`config.mk`:
```
export PLATFORM = sky130hd
export DESIGN_NAME = i2s_tx
export DESIGN_NICKNAME = d
export VERILOG_FILES = /design/src/rtl/i2s_pkg.sv /design/src/rtl/i2s_bclk_gen.sv /design/src/rtl/i2s_tx.sv
export SDC_FILE = /design/constraint.sdc
export NUM_CORES = 1
export LEC_CHECK = 0
export ABC_AREA = 1
export ABC_CLOCK_PERIOD_IN_PS = 5000
export BUFFER_PORTS_ARGS = -buffer_cell sky130_fd_sc_hd__buf_2
export CAP_MARGIN = 20
export CORE_AREA = 2 2 83 85
export DETAILED_ROUTE_END_ITERATION = 16
export DIE_AREA = 0 0 85 87
export PLACE_DENSITY = 0.8
export SKIP_CTS_REPAIR_TIMING = 1
export SLEW_MARGIN = 20
export SYNTH_ARGS = -nofsm -noshare
export SYNTH_HDL_FRONTEND = slang
export SYNTH_SLANG_ARGS = --single-unit
```
`constraint.sdc`:
```
create_clock -name clk_12 -period 5 [get_ports clk_12]
set_input_delay 0.5 -clock clk_12 [delete_from_list [all_inputs] [get_ports clk_12]]
set_output_delay 0.5 -clock clk_12 [all_outputs]
set_load 0.03 [all_outputs]
```
`src/rtl/i2s_pkg.sv`:
```
// Shared I2S definitions: sample format, frame geometry and frame-load sources.
package i2s_pkg;

    localparam int SAMPLE_W   = 16;
    localparam int FRAME_BITS = 32;
    localparam int BIT_CNT_W  = $clog2(FRAME_BITS);

    typedef logic signed [SAMPLE_W-1:0] sample_t;

    typedef enum logic [1:0] {
        LOAD_NONE,
        LOAD_BUFFER,
        LOAD_BYPASS,
        LOAD_ZERO
    } load_src_e;

    // Right channel occupies bits 15..30 so the word select leads each MSB by one BCLK.
    function automatic logic lrclk_for_bit(input logic [BIT_CNT_W-1:0] bit_idx);
        return (bit_idx >= BIT_CNT_W'(15)) && (bit_idx <= BIT_CNT_W'(30));
    endfunction

endpackage

```
`src/rtl/i2s_bclk_gen.sv`:
```
// Bit-clock divider: toggles bclk every DIV clk_12 cycles and flags the 1->0 toggle cycle.
module i2s_bclk_gen #(
    parameter int DIV = 4
) (
    input  logic clk_12,
    input  logic reset,
    output logic bclk,
    output logic bclk_fall
);

    localparam int CNT_W = $clog2(DIV);
    localparam logic [CNT_W-1:0] DIV_LAST = CNT_W'(DIV - 1);

    logic [CNT_W-1:0] div_cnt;
    logic             div_wrap;

    assign div_wrap  = (div_cnt == DIV_LAST);
    assign bclk_fall = div_wrap && bclk;

    // NOTE: sequential state uses non-blocking assignments so every register
    // samples pre-edge values, independent of statement order.
    always_ff @(posedge clk_12) begin
        if (reset) begin
            div_cnt <= '0;
            bclk    <= 1'b0;
        end else if (div_wrap) begin
            div_cnt <= '0;
            bclk    <= ~bclk;
        end else begin
            div_cnt <= div_cnt + 1'b1;
        end
    end

endmodule

```
`src/rtl/i2s_tx.sv`:
```
// I2S stereo transmitter: one-entry sample buffer, 32-bit frame serializer, word select.
module i2s_tx
    import i2s_pkg::*;
#(
    parameter int DIV = 4
) (
    input  logic    clk_12,
    input  logic    reset,
    input  sample_t sample_left,
    input  sample_t sample_right,
    input  logic    sample_valid,
    output logic    sample_ready,
    output logic    bclk,
    output logic    lrclk,
    output logic    sdata,
    output logic    frame_start,
    output logic    underrun
);

    logic                  bclk_fall;
    logic                  frame_edge;
    logic                  accept;
    logic [BIT_CNT_W-1:0]  bit_cnt;
    logic [BIT_CNT_W-1:0]  bit_next;
    logic                  buf_full;
    sample_t               buf_left;
    sample_t               buf_right;
    logic [FRAME_BITS-1:0] shift_reg;
    logic [FRAME_BITS-1:0] load_word;
    load_src_e             load_src;

    i2s_bclk_gen #(.DIV(DIV)) u_bclk_gen (
        .clk_12    (clk_12),
        .reset     (reset),
        .bclk      (bclk),
        .bclk_fall (bclk_fall)
    );

    assign sample_ready = ~buf_full;
    assign accept       = sample_valid && sample_ready;
    assign bit_next     = bit_cnt + 1'b1;
    assign frame_edge   = bclk_fall && (bit_cnt == BIT_CNT_W'(FRAME_BITS - 1));

    // NOTE: every output of this block gets a default first, so no path leaves
    // a variable unassigned and no latch is inferred.
    always_comb begin
        load_src  = LOAD_NONE;
        load_word = '0;
        if (frame_edge) begin
            if (buf_full) begin
                load_src  = LOAD_BUFFER;
                load_word = {buf_left, buf_right};
            end else if (sample_valid) begin
                load_src  = LOAD_BYPASS;
                load_word = {sample_left, sample_right};
            end else begin
                load_src  = LOAD_ZERO;
            end
        end
    end

    always_ff @(posedge clk_12) begin
        if (reset) begin
            bit_cnt     <= '1;
            lrclk       <= 1'b0;
            sdata       <= 1'b0;
            frame_start <= 1'b0;
            underrun    <= 1'b0;
            buf_full    <= 1'b0;
            shift_reg   <= '0;
        end else begin
            frame_start <= (load_src != LOAD_NONE);
            underrun    <= (load_src == LOAD_ZERO);

            if (bclk_fall) begin
                bit_cnt <= bit_next;
                lrclk   <= lrclk_for_bit(bit_next);
                if (frame_edge) begin
                    sdata     <= load_word[FRAME_BITS-1];
                    shift_reg <= {load_word[FRAME_BITS-2:0], 1'b0};
                end else begin
                    sdata     <= shift_reg[FRAME_BITS-1];
                    shift_reg <= {shift_reg[FRAME_BITS-2:0], 1'b0};
                end
            end

            // A pair offered on an empty-buffer boundary goes straight to the serializer.
            if (load_src == LOAD_BUFFER) begin
                buf_full <= 1'b0;
            end else if (accept && (load_src != LOAD_BYPASS)) begin
                buf_full <= 1'b1;
            end
        end
    end

    // NOTE: buffer payload has no reset; buf_full alone qualifies it, so the
    // data registers stay cheap enable-only flops.
    always_ff @(posedge clk_12) begin
        if (!reset && accept && (load_src != LOAD_BYPASS)) begin
            buf_left  <= sample_left;
            buf_right <= sample_right;
        end
    end

endmodule

```
======== Word level (Yosys, flattened, before mapping) ========
Index checks and enable logic that the tools add are counted.
W data, S select, Z words.
operators by class
  add/subtract/negate cells ............... 2
  magnitude comparators ................... 2
  equal/unequal tests ..................... 5
  multiplexer cells ....................... 7
  bitwise gates (word level) .............. 2
  reduce and logical (&&, ||, !) cells .... 11
operators by type and width
  kind                   count
  $mux W32               3
  $logic_and A1 B1 Y1    7
  $add A5 B1 Y5 const B  1
  $eq A5 B5 Y1 const B   1
  $ge A5 B4 Y1 const B   1
  $le A5 B5 Y1 const B   1
  $eq A2 B2 Y1 const B   2
  $mux W2                2
  $reduce_or A2 Y1       2
  $add A2 B1 Y2 const B  1
  $eq A2 B1 Y1 const B   1
  $mux W1                2
  $ne A2 B2 Y1 const B   1
  $not A1 Y1             2
  $reduce_bool A2 Y1     1
  $logic_not A1 Y1       1
word-level totals
  register bits ........................... 77
  bits of input ports ..................... 35
  output and inout bits ................... 6
  word-level logic and storage cells ...... 40

======== Longest topological paths before layout ========
  depth after elaboration ................. 6
  mapped depth ............................ 11
  depth with buffers taken out ............ 11

======== Hierarchy ========
From an unflattened synthesis, not the netlist that was laid out.
second synthesis, totals
  cells, all modules ...................... 351
  area, all modules ....................... 3193.1 µm²
by module, submodules not included
  module        times used  cells an instance  area each (µm²)  seq. area each (µm²)
  i2s_tx        1           339                3085.5           1781.7
  i2s_bclk_gen  1           12                 107.6            60.1

======== Worst setup path after synthesis ========
No wires, ideal clock.
  path kind ............................... reg2reg
  from .................................... register bit_cnt[0]
  to ...................................... register buf_left[0] (enable)
  library setup time ...................... 0.461 ns
  data arrival time ....................... 3.325 ns
  data required time ...................... 4.539 ns
  setup slack ............................. 1.214 ns
  cell stages (with the launch flop) ...... 8
  path buffers ............................ 0
  clock period less this slack ............ 3.786 ns
  cells stage by stage .................... dfxtp_1 -> ha_1 -> nand2_1 -> nor2_1 -> ha_1 -> inv_1 -> o21ai_0 -> nor3_1
on the way
  cells in the longest elaborated chain, start to end .. 5
RTL lines
  element                 line           source
  from (decl)             i2s_tx.sv:23   logic [BIT_CNT_W-1:0] bit_cnt;
  from (signal assigned)  i2s_tx.sv:76   bit_cnt <= bit_next;
  $eq A5 B5 Y1            i2s_tx.sv:42   assign frame_edge = bclk_fall && (bit_cnt == BIT_CNT_W'(FRAME_BITS - 1));
  $logic_and A1 B1 Y1     i2s_tx.sv:42
  $mux W2                 i2s_tx.sv:49   if (frame_edge) begin
  $ne A2 B2 Y1            i2s_tx.sv:99   if (!reset && accept && (load_src != LOAD_BYPASS)) begin
  $logic_and A1 B1 Y1     i2s_tx.sv:99
  to (signal assigned)    i2s_tx.sv:100  buf_left <= sample_left;
  to (decl)               i2s_tx.sv:26   sample_t buf_left;
Every way passes these cells.
A chain may end at the register's enable or synchronous reset.

======== Worst setup path in the final report ========
  from .................................... register bit_cnt[0]
  to ...................................... register buf_right[8] (enable)
on the way
  cells in the longest elaborated chain, start to end .. 5
RTL lines
  element               line           source
  $eq A5 B5 Y1          i2s_tx.sv:42
  $logic_and A1 B1 Y1   i2s_tx.sv:42
  $mux W2               i2s_tx.sv:49
  $ne A2 B2 Y1          i2s_tx.sv:99
  $logic_and A1 B1 Y1   i2s_tx.sv:99
  to (signal assigned)  i2s_tx.sv:101  buf_right <= sample_right;
  to (decl)             i2s_tx.sv:27   sample_t buf_right;
Every way passes these cells.

==> run_results.csv <==
group,metric,value,unit
status,status,"completed",
yosys,avgSynthCellArea,9.10,µm²
yosys,synth_fp_nets,387,
floorplanning,core_area,6570,µm²
floorplanning,pin_count,41,
sta,finalCriticalPeriod,3190,ps
yosys,postSynthCellCount,347,
sta,worst_slack,1810,ps
drt,wl,6.20,mm
worst_setup_path,setup.worst_path.end_class,"register",
power,pwr-share-comb,0.083,
power,p_per_area,379,nW/µm²
sta,whs,332,ps
worst_setup_path,critical_path.slowest_cell,"nor3_2",
clock_tree,numCtsBuffers,9,
placed_design,place.port_buffers,40,
power,swShare,0.222,
power,peakVddDrop,0.180,mV
sta,setup_viol,0,
worst_setup_path,r2r_cells,8,
yosys,synth.cell_area,3160,µm²
yosys,ys_seq_elements,76,
sta,max_freq,314,MHz
sta,slew_headroom,0.338,
clock_tree,clk_path_buf_depth,2,
worst_setup_path,critPathRequiredTime,5020,ps
placed_design,place.gp.congestion,0.775,
drt,drt_iter0_drc,232,
worst_setup_path,worstPathCellList,"ha_1 -> nand2_1 -> nor2_1 -> ha_1 -> inv_1 -> o21ai_0 -> nor3_2 -> buf_4",
sta,tightest_slew,987,ps
sta,rsz0062_at_grt,"false",
floorplanning,start_util,0.481,
worst_setup_path,cp.depth,8,
floorplanning,die_h,87,µm
worst_setup_path,cp_num_buf_inv,2,
cells_and_area,fin_util,0.548,
worst_setup_path,r2r-end,"buf_right[8]",
clock_tree,htree_levels,3,
global_route,grt_max_degree,37,
sta,slew_violations,0,
global_route,grt_usage,0.181,
global_route,grt_pass1_vias,2315,
power,power.internal,1.06,mW
clock_tree,tritoncts,"done",
power,p_switching,0.303,mW
yosys,yosysSeqAreaShare,0.583,
drt,viasPerCell,5.17,
power,p_leak,1.41,nW
yosys,synth.distinct_cells,25,
worst_setup_path,rr_startpoint,"bit_cnt[0]",
cells_and_area,syn_to_final_growth,14.0,%
drt,vias,2414,
worst_setup_path,path_delay_family,"simple AND/OR/NAND/NOR gates",
worst_setup_path,critPathLaunchType,"register",
cells_and_area,antenna_cells,0,
worst_setup_path,crit_start,"bit_cnt[0]",
cells_and_area,largest_reg_flops,31,
cells_and_area,final_cell_mix,"nand2_1, dfxtp_1, buf_2",
yosys,ys_warn_count,0,
cells_and_area,finalNetCount,422,
cells_and_area,final_common_cell,"nand2_1",
global_route,grt_pass1_wl,10.6,mm
worst_setup_path,cp.arrival,3210,ps
min_path,holdCritPathClass,"in2reg",
flow_run,max_cap_violations,0,
sta,finalCritPeriodShare,0.638,
drt,ant_nets,0,
worst_setup_path,r2r_setup_slack,1810,ps
clock_tree,clock-sinks,76,
placed_design,hpwl,3.91,mm
drt,firstDrtPassIters,5,
cells_and_area,drive_gt1_frac,0.173,
sta,finalHoldViolCount,0,
sta,final.setup.tns,0,ps
sta,finClkSkew,12.2,ps
floorplanning,die_area,7400,µm²
power,seqPwrFrac,0.494,
drt,wl_per_cell,13.3,µm
floorplanning,placementRows,30,
power,p_clk_frac,0.423,
global_route,antenna_found_initial,0,
worst_setup_path,criticalPathCategory,"reg2reg",
clock_tree,clkSlewWorstSetupHoldPaths,80,ps
worst_setup_path,crit_fanout,32,
worst_setup_path,crit_end,"buf_right[8]",
worst_setup_path,max_stage_delay,780,ps
drt,drc,0,
global_route,grt_overflow,0,
clock_tree,clk_latency,350,ps
floorplanning,die_x,85,µm
clock_tree,cts_root_buffer,"clkbuf_8",
placed_design,place_ws,1800,ps
worst_setup_path,cp_common_cell,"ha_1",
-- worst register-to-register path, cell delays in order (launching register included) --
cell and delay [ps]:
dfxtp_1 360, ha_1 230, nand2_1 100, nor2_1 50
ha_1 490, inv_1 250, o21ai_0 180, nor3_2 780
buf_4 430
-- how the worst min path moves through the flow --
stage                          start               endpoint  cells past startpoint
6_report             sample_right[3]           buf_right[3]                      1
5_1_grt              sample_right[3]           buf_right[3]                      1
4_1_cts              sample_right[3]           buf_right[3]                      1
3_5_place_dp   u_bclk_gen.div_cnt[0]  u_bclk_gen.div_cnt[0]                      1
3_3_place_gp   u_bclk_gen.div_cnt[0]  u_bclk_gen.div_cnt[0]                      1
2_1_floorplan  u_bclk_gen.div_cnt[0]  u_bclk_gen.div_cnt[0]                      1
-- cells by family (layout without fill, tap and decap cells) --
logic type	count (synthesis)	in the layout	synth area share
simple gates	130	130	0.168
compound gates	102	102	0.167
flops	76	76	0.583
buf+inv	34	74	0.0614
fa+ha+maj	5	5	0.0198
-- power groups by stage --
stage	Combinational, mW	Sequential, mW	Clock [mW]
floorplan	0.0776	0.688	0
global placement	0.111	0.687	0
detailed placement	0.114	0.688	0
CTS	0.114	0.674	0.585
global route	0.128	0.676	0.609
finish	0.113	0.674	0.577
-- cell usage after synthesis --
cell type | n | area, µm²
nand2_2 | 1 | 6.26
nor3_2 | 1 | 10.0
buf_4 | 1 | 7.51
ha_1 | 5 | 62.6
inv_1 | 14 | 52.6
nor2_4 | 2 | 22.5
clkbuf_1 | 3 | 11.3
buf_2 | 8 | 40.0
nand4_1 | 1 | 6.26
dfxtp_1 | 44 | 881
a22oi_2 | 2 | 25.0
nor3b_1 | 1 | 7.51
nor2_2 | 1 | 6.26
nor3_1 | 2 | 10.0
buf_6 | 7 | 78.8
o21ai_0 | 31 | 155
inv_2 | 1 | 3.75
a21oi_1 | 33 | 165
or2_2 | 1 | 6.26
nor2_1 | 10 | 37.5
o21ai_1 | 35 | 175
edfxtp_1 | 32 | 961
nand2_1 | 106 | 398
a22oi_1 | 1 | 7.51
nand3_1 | 4 | 20.0
-- layer usage --
layer / routed length, µm / GRT usage
met3: 365 / 0.0322
met1: 2790 / 0.236
met4: 131 / 0.0866
met5: 0 / 0
met2: 2910 / 0.292
-- layout make-up --
cell class                 count  area [µm²]
multi-input combinational    237        1130
inverter                      15        56.3
sequential                    76        1840
clock buffer                  12         156
timing repair buffer          43         223
clock inverter                 4        95.1
tap                           80         100
fill                         603        2970
-- per-stage QoR --
stage	power (mW)	area (µm²)	std cells
after floorplan	0.766	3160	347
after global placement	0.798	3350	451
after detailed placement	0.802	3350	451
after CTS	1.37	3600	467
after global routing	1.41	3600	467
final	1.36	3600	467
No activity file was read; power rests on OpenSTA's default activity.
